**config.mk**
```make
export PLATFORM = sky130hd
export DESIGN_NAME = uart_rx
export DESIGN_NICKNAME = d
export VERILOG_FILES = /design/src/rtl/uart_pkg.sv /design/src/rtl/sync_2ff.sv /design/src/rtl/uart_rx.sv
export SDC_FILE = /design/constraint.sdc
export NUM_CORES = 1
export LEC_CHECK = 0
export ABC_AREA = 1
export BUFFER_PORTS_ARGS = -buffer_cell sky130_fd_sc_hd__buf_2
export CORE_AREA = 2 2 83 53
export CTS_BUF_LIST = sky130_fd_sc_hd__clkbuf_16
export CTS_CLUSTER_DIAMETER = 100
export CTS_CLUSTER_SIZE = 8
export DETAILED_ROUTE_END_ITERATION = 10
export DIE_AREA = 0 0 85 55
export MAX_ROUTING_LAYER = met4
export SLEW_MARGIN = 10
export SYNTH_ARGS = -nofsm -noshare
export SYNTH_HDL_FRONTEND = slang
export SYNTH_SLANG_ARGS = --single-unit
export TNS_END_PERCENT = 20
```
**constraint.sdc**
```tcl
create_clock -name clock -period 1.4 [get_ports clock]
set_input_delay 0.14 -clock clock [delete_from_list [all_inputs] [get_ports clock]]
set_output_delay 0.14 -clock clock [all_outputs]
set_load 0.005 [all_outputs]
```
**src/rtl/uart_pkg.sv**
```systemverilog
// -----------------------------------------------------------------------------
// uart_pkg
// Shared definitions for the UART blocks (receiver now, transmitter later).
//   rx_state_t      : receiver FSM states
//   UART_DATA_BITS  : default data bits per frame
//   UART_OVERSAMPLE : default oversample strobes per bit period
//   clog2()         : counter width helper, never returns less than 1
// -----------------------------------------------------------------------------
package uart_pkg;

    localparam int UART_DATA_BITS  = 8;
    localparam int UART_OVERSAMPLE = 16;

    typedef enum logic [1:0] {
        IDLE  = 2'd0,
        START = 2'd1,
        DATA  = 2'd2,
        STOP  = 2'd3
    } rx_state_t;

    // Bits needed to count 0..value-1; a one-state counter still gets 1 bit.
    function automatic int clog2(input int value);
        int width;
        int rem;
        width = 0;
        rem   = value - 1;
        while (rem > 0) begin
            width = width + 1;
            rem   = rem >> 1;
        end
        return (width == 0) ? 1 : width;
    endfunction

endpackage

```
**src/rtl/sync_2ff.sv**
```systemverilog
// -----------------------------------------------------------------------------
// sync_2ff
// Two-flop synchronizer for a single asynchronous bit.
//   clock     in  : destination clock
//   resetn    in  : asynchronous active-low reset
//   d         in  : asynchronous input
//   q         out : synchronized output, 2 clocks of latency
// Both flops reset to RESET_VAL so an idle-high line does not look like an
// edge when reset releases.
// -----------------------------------------------------------------------------
module sync_2ff #(
    parameter logic RESET_VAL = 1'b1
) (
    input  logic clock,
    input  logic resetn,
    input  logic d,
    output logic q
);

    logic meta;

    always_ff @(posedge clock or negedge resetn) begin
        if (!resetn) begin
            meta <= RESET_VAL;
            q    <= RESET_VAL;
        end else begin
            meta <= d;
            q    <= meta;
        end
    end

endmodule

```
**src/rtl/uart_rx.sv**
```systemverilog
// -----------------------------------------------------------------------------
// uart_rx
// UART receiver fed by a free-running toggling baud tick. Every tick edge is
// one oversample strobe. Recovers start/data/stop frames (LSB first) and holds
// the received byte in a single-entry output register.
//
// Ports:
//   clock       in   system clock
//   resetn      in   asynchronous active-low reset
//   tickIn      in   toggling tick from the baud generator (clock-synchronous)
//   rxd         in   asynchronous serial line, idle high
//   rxData      out  last accepted byte
//   rxValid     out  rxData holds an unconsumed byte
//   rxReady     in   consumer accepts
//   frameError  out  one-cycle pulse: stop bit sampled as 0, byte discarded
//   overrun     out  one-cycle pulse: completed byte dropped, output was full
//   dbg_state   out  current FSM state, for observation only
//
// Handshake: a transfer happens on every clock edge where rxValid && rxReady.
// rxValid, once set, stays high until such a transfer; rxData is stable while
// rxValid is high. rxReady is don't-care while rxValid is low.
// -----------------------------------------------------------------------------
module uart_rx
    import uart_pkg::*;
#(
    parameter int DATA_BITS  = UART_DATA_BITS,
    parameter int OVERSAMPLE = UART_OVERSAMPLE
) (
    input  logic                 clock,
    input  logic                 resetn,
    input  logic                 tickIn,
    input  logic                 rxd,
    output logic [DATA_BITS-1:0] rxData,
    output logic                 rxValid,
    input  logic                 rxReady,
    output logic                 frameError,
    output logic                 overrun,
    output rx_state_t            dbg_state
);

    localparam int SW = clog2(OVERSAMPLE);
    localparam int BW = clog2(DATA_BITS + 1);

    localparam logic [SW-1:0] S_MID  = SW'(OVERSAMPLE / 2 - 1);
    localparam logic [SW-1:0] S_LAST = SW'(OVERSAMPLE - 1);
    localparam logic [BW-1:0] B_LAST = BW'(DATA_BITS - 1);

    logic                 tick_prev;
    logic                 strobe;
    logic                 rxs;
    logic                 rxs_prev;
    logic                 fall;

    rx_state_t            state;
    rx_state_t            state_next;
    logic [SW-1:0]        s_cnt;
    logic [BW-1:0]        bit_cnt;
    logic [DATA_BITS-1:0] shift_reg;

    logic                 sample_data;
    logic                 deliver;
    logic                 stop_bad;
    logic                 load;

    // ---------------------------------------------------------------
    // Strobe and line edge detection
    // ---------------------------------------------------------------
    assign strobe = tickIn ^ tick_prev;

    sync_2ff #(
        .RESET_VAL (1'b1)
    ) u_sync (
        .clock  (clock),
        .resetn (resetn),
        .d      (rxd),
        .q      (rxs)
    );

    always_ff @(posedge clock or negedge resetn) begin
        if (!resetn) begin
            tick_prev <= 1'b0;
            rxs_prev  <= 1'b1;
        end else begin
            tick_prev <= tickIn;
            rxs_prev  <= rxs;
        end
    end

    // Only a high-to-low transition starts a frame, so a line held low
    // (break, or a bad stop bit that stays low) cannot retrigger.
    assign fall = rxs_prev & ~rxs;

    // ---------------------------------------------------------------
    // FSM
    // ---------------------------------------------------------------
    always_ff @(posedge clock or negedge resetn) begin
        if (!resetn) begin
            state <= IDLE;
        end else begin
            state <= state_next;
        end
    end

    always_comb begin
        state_next  = state;
        sample_data = 1'b0;
        deliver     = 1'b0;
        stop_bad    = 1'b0;
        unique case (state)
            IDLE: begin
                if (fall) begin
                    state_next = START;
                end
            end
            START: begin
                // Mid start bit: a high line here was just a glitch.
                if (strobe && (s_cnt == S_MID)) begin
                    state_next = rxs ? IDLE : DATA;
                end
            end
            DATA: begin
                if (strobe && (s_cnt == S_LAST)) begin
                    sample_data = 1'b1;
                    if (bit_cnt == B_LAST) begin
                        state_next = STOP;
                    end
                end
            end
            STOP: begin
                // Leaving here mid stop bit leaves half a bit of margin
                // before a back-to-back start edge.
                if (strobe && (s_cnt == S_LAST)) begin
                    state_next = IDLE;
                    if (rxs) begin
                        deliver = 1'b1;
                    end else begin
                        stop_bad = 1'b1;
                    end
                end
            end
            default: begin
                state_next = IDLE;
            end
        endcase
    end

    assign dbg_state = state;

    // ---------------------------------------------------------------
    // Counters and shift register
    // ---------------------------------------------------------------
    always_ff @(posedge clock or negedge resetn) begin
        if (!resetn) begin
            s_cnt <= '0;
        end else if (state_next != state) begin
            s_cnt <= '0;
        end else if (strobe) begin
            // Explicit wrap keeps non-power-of-two OVERSAMPLE exact.
            s_cnt <= (s_cnt == S_LAST) ? '0 : s_cnt + SW'(1);
        end
    end

    always_ff @(posedge clock or negedge resetn) begin
        if (!resetn) begin
            bit_cnt   <= '0;
            shift_reg <= '0;
        end else begin
            if ((state == START) && (state_next == DATA)) begin
                bit_cnt <= '0;
            end else if (sample_data) begin
                bit_cnt <= bit_cnt + BW'(1);
            end
            if (sample_data) begin
                // LSB arrives first, so after DATA_BITS right shifts it
                // sits in bit 0.
                shift_reg <= {rxs, shift_reg[DATA_BITS-1:1]};
            end
        end
    end

    // ---------------------------------------------------------------
    // Single-entry output register
    // ---------------------------------------------------------------
    // A consume in the same cycle frees the slot, so it is not an overrun.
    assign load = deliver & (~rxValid | rxReady);

    always_ff @(posedge clock or negedge resetn) begin
        if (!resetn) begin
            rxData     <= '0;
            rxValid    <= 1'b0;
            frameError <= 1'b0;
            overrun    <= 1'b0;
        end else begin
            frameError <= stop_bad;
            overrun    <= deliver & rxValid & ~rxReady;
            if (load) begin
                rxData  <= shift_reg;
                rxValid <= 1'b1;
            end else if (rxValid && rxReady) begin
                rxValid <= 1'b0;
            end
        end
    end

endmodule
```
==> metrics, run 1 <==
status=finished with violations; violated checks=negative setup slack; cts bufs inserted=5; Die W=85 um; antenna diode count=0; Sequential Power Share=0.390; total core area=3940 sq um; Final Non-Filler Cells=234; Final Util=0.487; RD Place Congestion=0.825; hold depth=1; WL/cell=12.1 um; post-route ant nets=0; minimum clock period=1450 ps; Max H-tree Level=2; FF-to-FF setup slack=-50 ps; Vias/cell=4.73; fmax=690 MHz; clock transition at the registers of the reported paths=50 ps; final WL=2840 um; Worst setup EP type=flop; vias after detailed routing=1106; Worst setup SP type=flop; Setup Slack @ Placement=-73.4 ps; dpl hpwl=1800 um; Seq/Total Area, Yosys=0.576; GR Overflow Total=0; largest net degree at the start of global routing=34; placed cells=220; PnR Total Power=2.82 mW; Max clock buf depth=2; PortBufs=17; worst skew pair latency=270 ps; DRC Markers=0; initial antenna violation count=0; Synth-to-Final Area Change=33.2%; Die ar.=4680 sq um; RSZ-0062 raised after global routing=true; Total Neg Setup Slack=-358 ps; min-delay src=tickIn; Net Sw Frac=0.265; Hold Fails Final Rpt=0; Setup Crit Path Kind=flop to flop; Int Power=2.07 mW; GRT Util Overall=0.141; Initial Utilization=0.365; Die Y=55 um; Rows=18; Clk pwr share=0.423; Synth cell types=24; CTS sink cnt=33; vias in the first global route=1121; syn avg cell area=9.60 sq um; IR drop worst, VDD=0.829 mV; period utilization=1.03; 1st-pass router iterations=4; Max-slew headroom=0.731; Hold Crit Class=primary input to flop; first-pass GRT wire length=4850 um; Net Switching=749 uW; r2r worst-path depth=6; worst slew pin tran=404 ps; Worst EP required=1580 ps; CP Max Fanout=13; Filler cells=328; Reg-to-Reg End=bit_cnt[3]; Final Skew=6.85 ps; Final Setup Violations=16; CTS tree=yes; R2R Path Start=s_cnt[0]; Synth Instances=150; Final WS setup=-48.5 ps; syn nets=157; Syn. warnings=0; PD cells=1470 nW/um^2; leakage=0.923 nW; CTS Root Cell=clkbuf_16; combinational share of power=0.188; Syn Std Cell Area=1440 sq um; Max Cap Viol=0; hold endpoint=tick_prev; 1st-iter DRT viols=32; Total Nets Final=190; post-synthesis register bit count=33; Max Slew Vio Count=0; CP arrival=1630 ps; Ports=18; layout cells sized above 1=0.375
how the worst max path moves through the flow:
| stage | startpoint | end | slack (ps) | cells after the start |
|---|---|---|---|---|
| floorplan | s_cnt[0] | rxData[6] | -30 | 9 |
| global placement | s_cnt[1] | s_cnt[2] | -30 | 9 |
| detailed placement | s_cnt[0] | s_cnt[1] | -70 | 9 |
| CTS | s_cnt[1] | s_cnt[1] | -60 | 9 |
| global route | s_cnt[0] | s_cnt[1] | -150 | 9 |
| finish | s_cnt[0] | bit_cnt[3] | -50 | 6 |
routing by layer:
metal | share of wire | vias to the layer above | track usage | routed length, um
met4 | 0.018 | 0 | 0.0767 | 51
met5 | 0 | - | - | 0
met2 | 0.47 | 29 | 0.225 | 1330
met1 | 0.47 | 526 | 0.164 | 1330
li1 | - | 545 | - | -
met3 | 0.047 | 6 | 0.0430 | 133
through the flow:
stage | area [sq um] | hold slack [ps]
floorplan | 1440 | -156
global placement | 1630 | 184
detailed placement | 1630 | 195
CTS | 1880 | 1.60
global route | 1920 | 6.08
finish | 1920 | 2.72
cell type report:
cell class              count  area, sq um  area share
multi-input cells          91          584       0.305
well taps                  50         62.6      0.0326
clock buffers               5          125      0.0652
repair buffers             29          193       0.100
flip-flops and latches     33          830       0.432
clock inverters             3         37.5      0.0196
inverters                  23         86.3      0.0450
synth_stat cells:
cell      instances  area [sq um]
nand3_2           2          20.0
nor2_1            5          18.8
o31ai_1           2          15.0
nand3_1           6          30.0
nand2_2           3          18.8
nor2_4            1          11.3
dfstp_2           3          78.8
nor4_1            1          6.26
nand3b_1          2          15.0
nor2_2            2          12.5
a21oi_1           5          25.0
ha_1              2          25.0
o21ai_0          11          55.1
xnor2_1           2          17.5
buf_2             1          5.00
o21ai_2           8          70.1
buf_6             1          11.3
nand2_1          33           124
dfrtp_1          30           751
xor2_1            2          17.5
clkbuf_1          1          3.75
inv_1            23          86.3
nor3_1            2          10.0
nand4_1           2          12.5
logic make-up (layout without fill, tap and decap cells):
group,after synthesis,after routing,share of synthesized area
fa+ha+maj,2,2,0.0174
flops,33,33,0.576
buf+inv,26,60,0.0738
simple gates,59,59,0.194
compound gates,26,26,0.115
xor+xnor,4,4,0.0243
layout by cell type (no fill, tap or decap), drive strengths merged:
cell type	count
nor4	1
nor3	2
buf	27
inv	24
clkbuf	5
dfrtp	30
bufinv	1
xor2	2
xnor2	2
nor2	8
dfstp	3
ha	2
nand2	36
nand4	2
nand3	8
dlygate4sd3	2
o31ai	2
nand3b	2
a21oi	5
clkinv	1
o21ai	19
worst max-delay path: stages, from the launching register on:
cell,delay [ps]
dfrtp_1,350
ha_2,210
nand2_4,80
nor2_4,110
nand3_1,130
buf_4,220
o31ai_4,260
power by group through the flow:
| stage | logic, mW | clock network, mW | registers, mW |
|---|---|---|---|
| after floorplan | 0.247 | 0 | 1.10 |
| after global placement | 0.387 | 0 | 1.10 |
| after detailed placement | 0.391 | 0 | 1.10 |
| after CTS | 0.522 | 1.22 | 1.09 |
| after global routing | 0.604 | 1.26 | 1.11 |
| final | 0.530 | 1.19 | 1.10 |
repair_timing:
action,4_1_cts,5_1_grt
resized for setup,16,8
hold buffers,2,0
pin swaps,4,4
hold endpoints to repair,31,0
setup endpoints to repair,15,29
buffers inserted,3,1
Note: power is estimated with default switching activity, not from simulation.
==> run 2, diff against run 1 <==
- PLACE_DENSITY: unset -> 0.65
- SETUP_SLACK_MARGIN: unset -> 0.4
- clock period: 1.4 -> 1.3 ns (I/O delays scaled with it)
==> run 2 against run 1 <==
  * The flow still finishes with violations (negative setup slack)
  * Count of clock-buffer cells in the layout did not move
  * Power rose by 13%
  * Cell count rose by 3.4%
  * Critical path type unchanged
==> metrics, run 2 (synthesis gave the netlist of run 1 again) <==
GRT Util Overall=0.139 (-0.00173); CP max stage cell=dfrtp_1; Worst setup EP type=flop; worst slew pin tran=412 ps (+8.04 ps); Final Setup Violations=18 (+2); Synth-to-Final Area Change=40.0%; DRC Markers=0 (unchanged); antenna diode count=0 (unchanged); WL/cell=11.2 um (-7.4%); PortBufs=17 (unchanged); placed cells=226 (+2.7%); r2r worst-path depth=9 (+3); hold endpoint=overrun; CTS Root Cell=clkbuf_16; post-route ant nets=0 (unchanged); first-pass GRT wire length=4750 um (-2.0%); vias after detailed routing=1108 (+0.18%); Max-slew headroom=0.725 (-0.00536); Hold Crit Class=primary input to flop; Die W=85 um (unchanged); Setup Slack @ Placement=-147 ps (-73.9 ps); violated checks=negative setup slack; 1st-iter DRT viols=46 (+44%); Initial Utilization=0.365 (unchanged); Final WS setup=-119 ps (-70.4 ps); largest net degree at the start of global routing=34 (unchanged); hold depth=4 (+3); most frequent cells in the layout=30 x dfrtp_1, 23 x inv_1, 21 x nand2_1; Setup Crit Path Kind=flop to flop; cts bufs inserted=5 (unchanged); Reg-to-Reg End=s_cnt[2]; RD Place Congestion=0.794 (-3.8%); Filler cells=335 (+2.1%); critical path, cell by cell=ha_4 -> nand2_4 -> nor2_4 -> nand2_2 -> nand2_2 -> nand2_4 -> nor2_4 -> nand3_4 -> a21oi_2; worst skew pair latency=270 ps (about the same); WHS=173 ps (+170 ps); Die ar.=4680 sq um (unchanged); FF-to-FF setup slack=-120 ps (-70 ps); Max Cap Viol=0 (unchanged); Die Y=55 um (unchanged); min-delay src=rxReady; minimum clock period=1420 ps (-29.6 ps); status=finished with violations; dpl hpwl=1870 um (+3.9%); Max clock buf depth=2 (unchanged); IR drop worst, VDD=0.823 mV (-0.76%); initial antenna violation count=0 (unchanged); Rows=18 (unchanged); CP Max Fanout=4 (-9); Max H-tree Level=2 (unchanged); R2R Path Start=s_cnt[0]; Ports=18 (unchanged); vias in the first global route=998 (-11%); layout cells sized above 1=0.427 (+0.0521); Worst setup SP type=flop; area occupied by multi-input gates=607 sq um (+3.9%); 1st-pass router iterations=4 (unchanged); period utilization=1.09 (+0.0568); leakage=0.969 nW (+4.9%); Total Nets Final=198 (+4.2%); fmax=705 MHz (+2.1%); Hold Fails Final Rpt=0 (unchanged); Max Slew Vio Count=0 (unchanged); CTS tree=yes; Worst EP required=1500 ps (-80 ps); PD cells=1590 nW/um^2 (+7.7%); total core area=3940 sq um (unchanged); storage element area=830 sq um (unchanged); commonest non-fill, non-tap cell in the layout=dfrtp_1; CTS sink cnt=33 (unchanged); Final Skew=4.34 ps (-2.51 ps); CP max stage delay=390 ps (+40 ps); clock transition at the registers of the reported paths=50 ps (about the same); GR Overflow Total=0 (unchanged); RSZ-0062 raised after global routing=true; CP arrival=1620 ps (about the same); final WL=2720 um (-4.2%); Vias/cell=4.58 (-3.1%); Final Non-Filler Cells=242 (+3.4%)
run 2: worst max-delay path, delay by kind of cell (launching register included):
family / cells / cell delay (ps)
simple gates: 7 / 640
compound gates: 1 / 140
flops: 1 / 390
fa+ha+maj: 1 / 170
run 2: how the worst max path moves through the flow:
stage                        start    endpoint  cells after the start
after detailed placement  s_cnt[1]  bit_cnt[3]                      6
after global placement    s_cnt[1]    s_cnt[0]                      9
final                     s_cnt[0]    s_cnt[2]                      9
after floorplan           s_cnt[0]   rxData[6]                      9
after global routing      s_cnt[1]    s_cnt[2]                      9
after CTS                 s_cnt[1]   rxData[5]                      9
run 2: per-stage QoR:
step	setup TNS (ps)	total power, mW	instance area (sq um)	utilization
final	-1580	3.20	2020	0.511
after floorplan	-1620	1.45	1440	-
after CTS	-1880	3.05	1910	0.484
after detailed placement	-2260	1.69	1680	0.427
after global placement	-1320	1.68	1680	0.427
after global routing	-3690	3.39	2020	0.511
run 2: final cells by class:
| cell class | instances | area share |
|---|---|---|
| Clock inverter | 3 | 0.0186 |
| Timing Repair Buffer | 37 | 0.133 |
| Multi-Input combinational cell | 91 | 0.301 |
| Clock buffer | 5 | 0.0621 |
| Inverter | 23 | 0.0428 |
| Tap cell | 50 | 0.0310 |
| Sequential cell | 33 | 0.412 |
run 2: what timing repair did:
item                                    in CTS  in global routing
gates resized for setup                      7                 28
pin swaps                                    0                  2
endpoints found under the setup margin      37                 40
hold endpoints to repair                    32                  0
buffers inserted                             2                  3
hold buffers                                 3                  0
run 2: power breakdown:
group / switching, mW / internal [mW]
Clock: 0.394 / 0.888
Sequential: 0.0806 / 1.11
Combinational: 0.378 / 0.345
Total: 0.853 / 2.34
run 2: routing by layer:
metal / GRT usage / vias up / wire length, um
met3: 0.0401 / 6 / 115
met1: 0.193 / 521 / 1450
met4: 0.0476 / 0 / 27
met2: 0.194 / 21 / 1130
met5: - / - / 0
li1: - / 560 / -
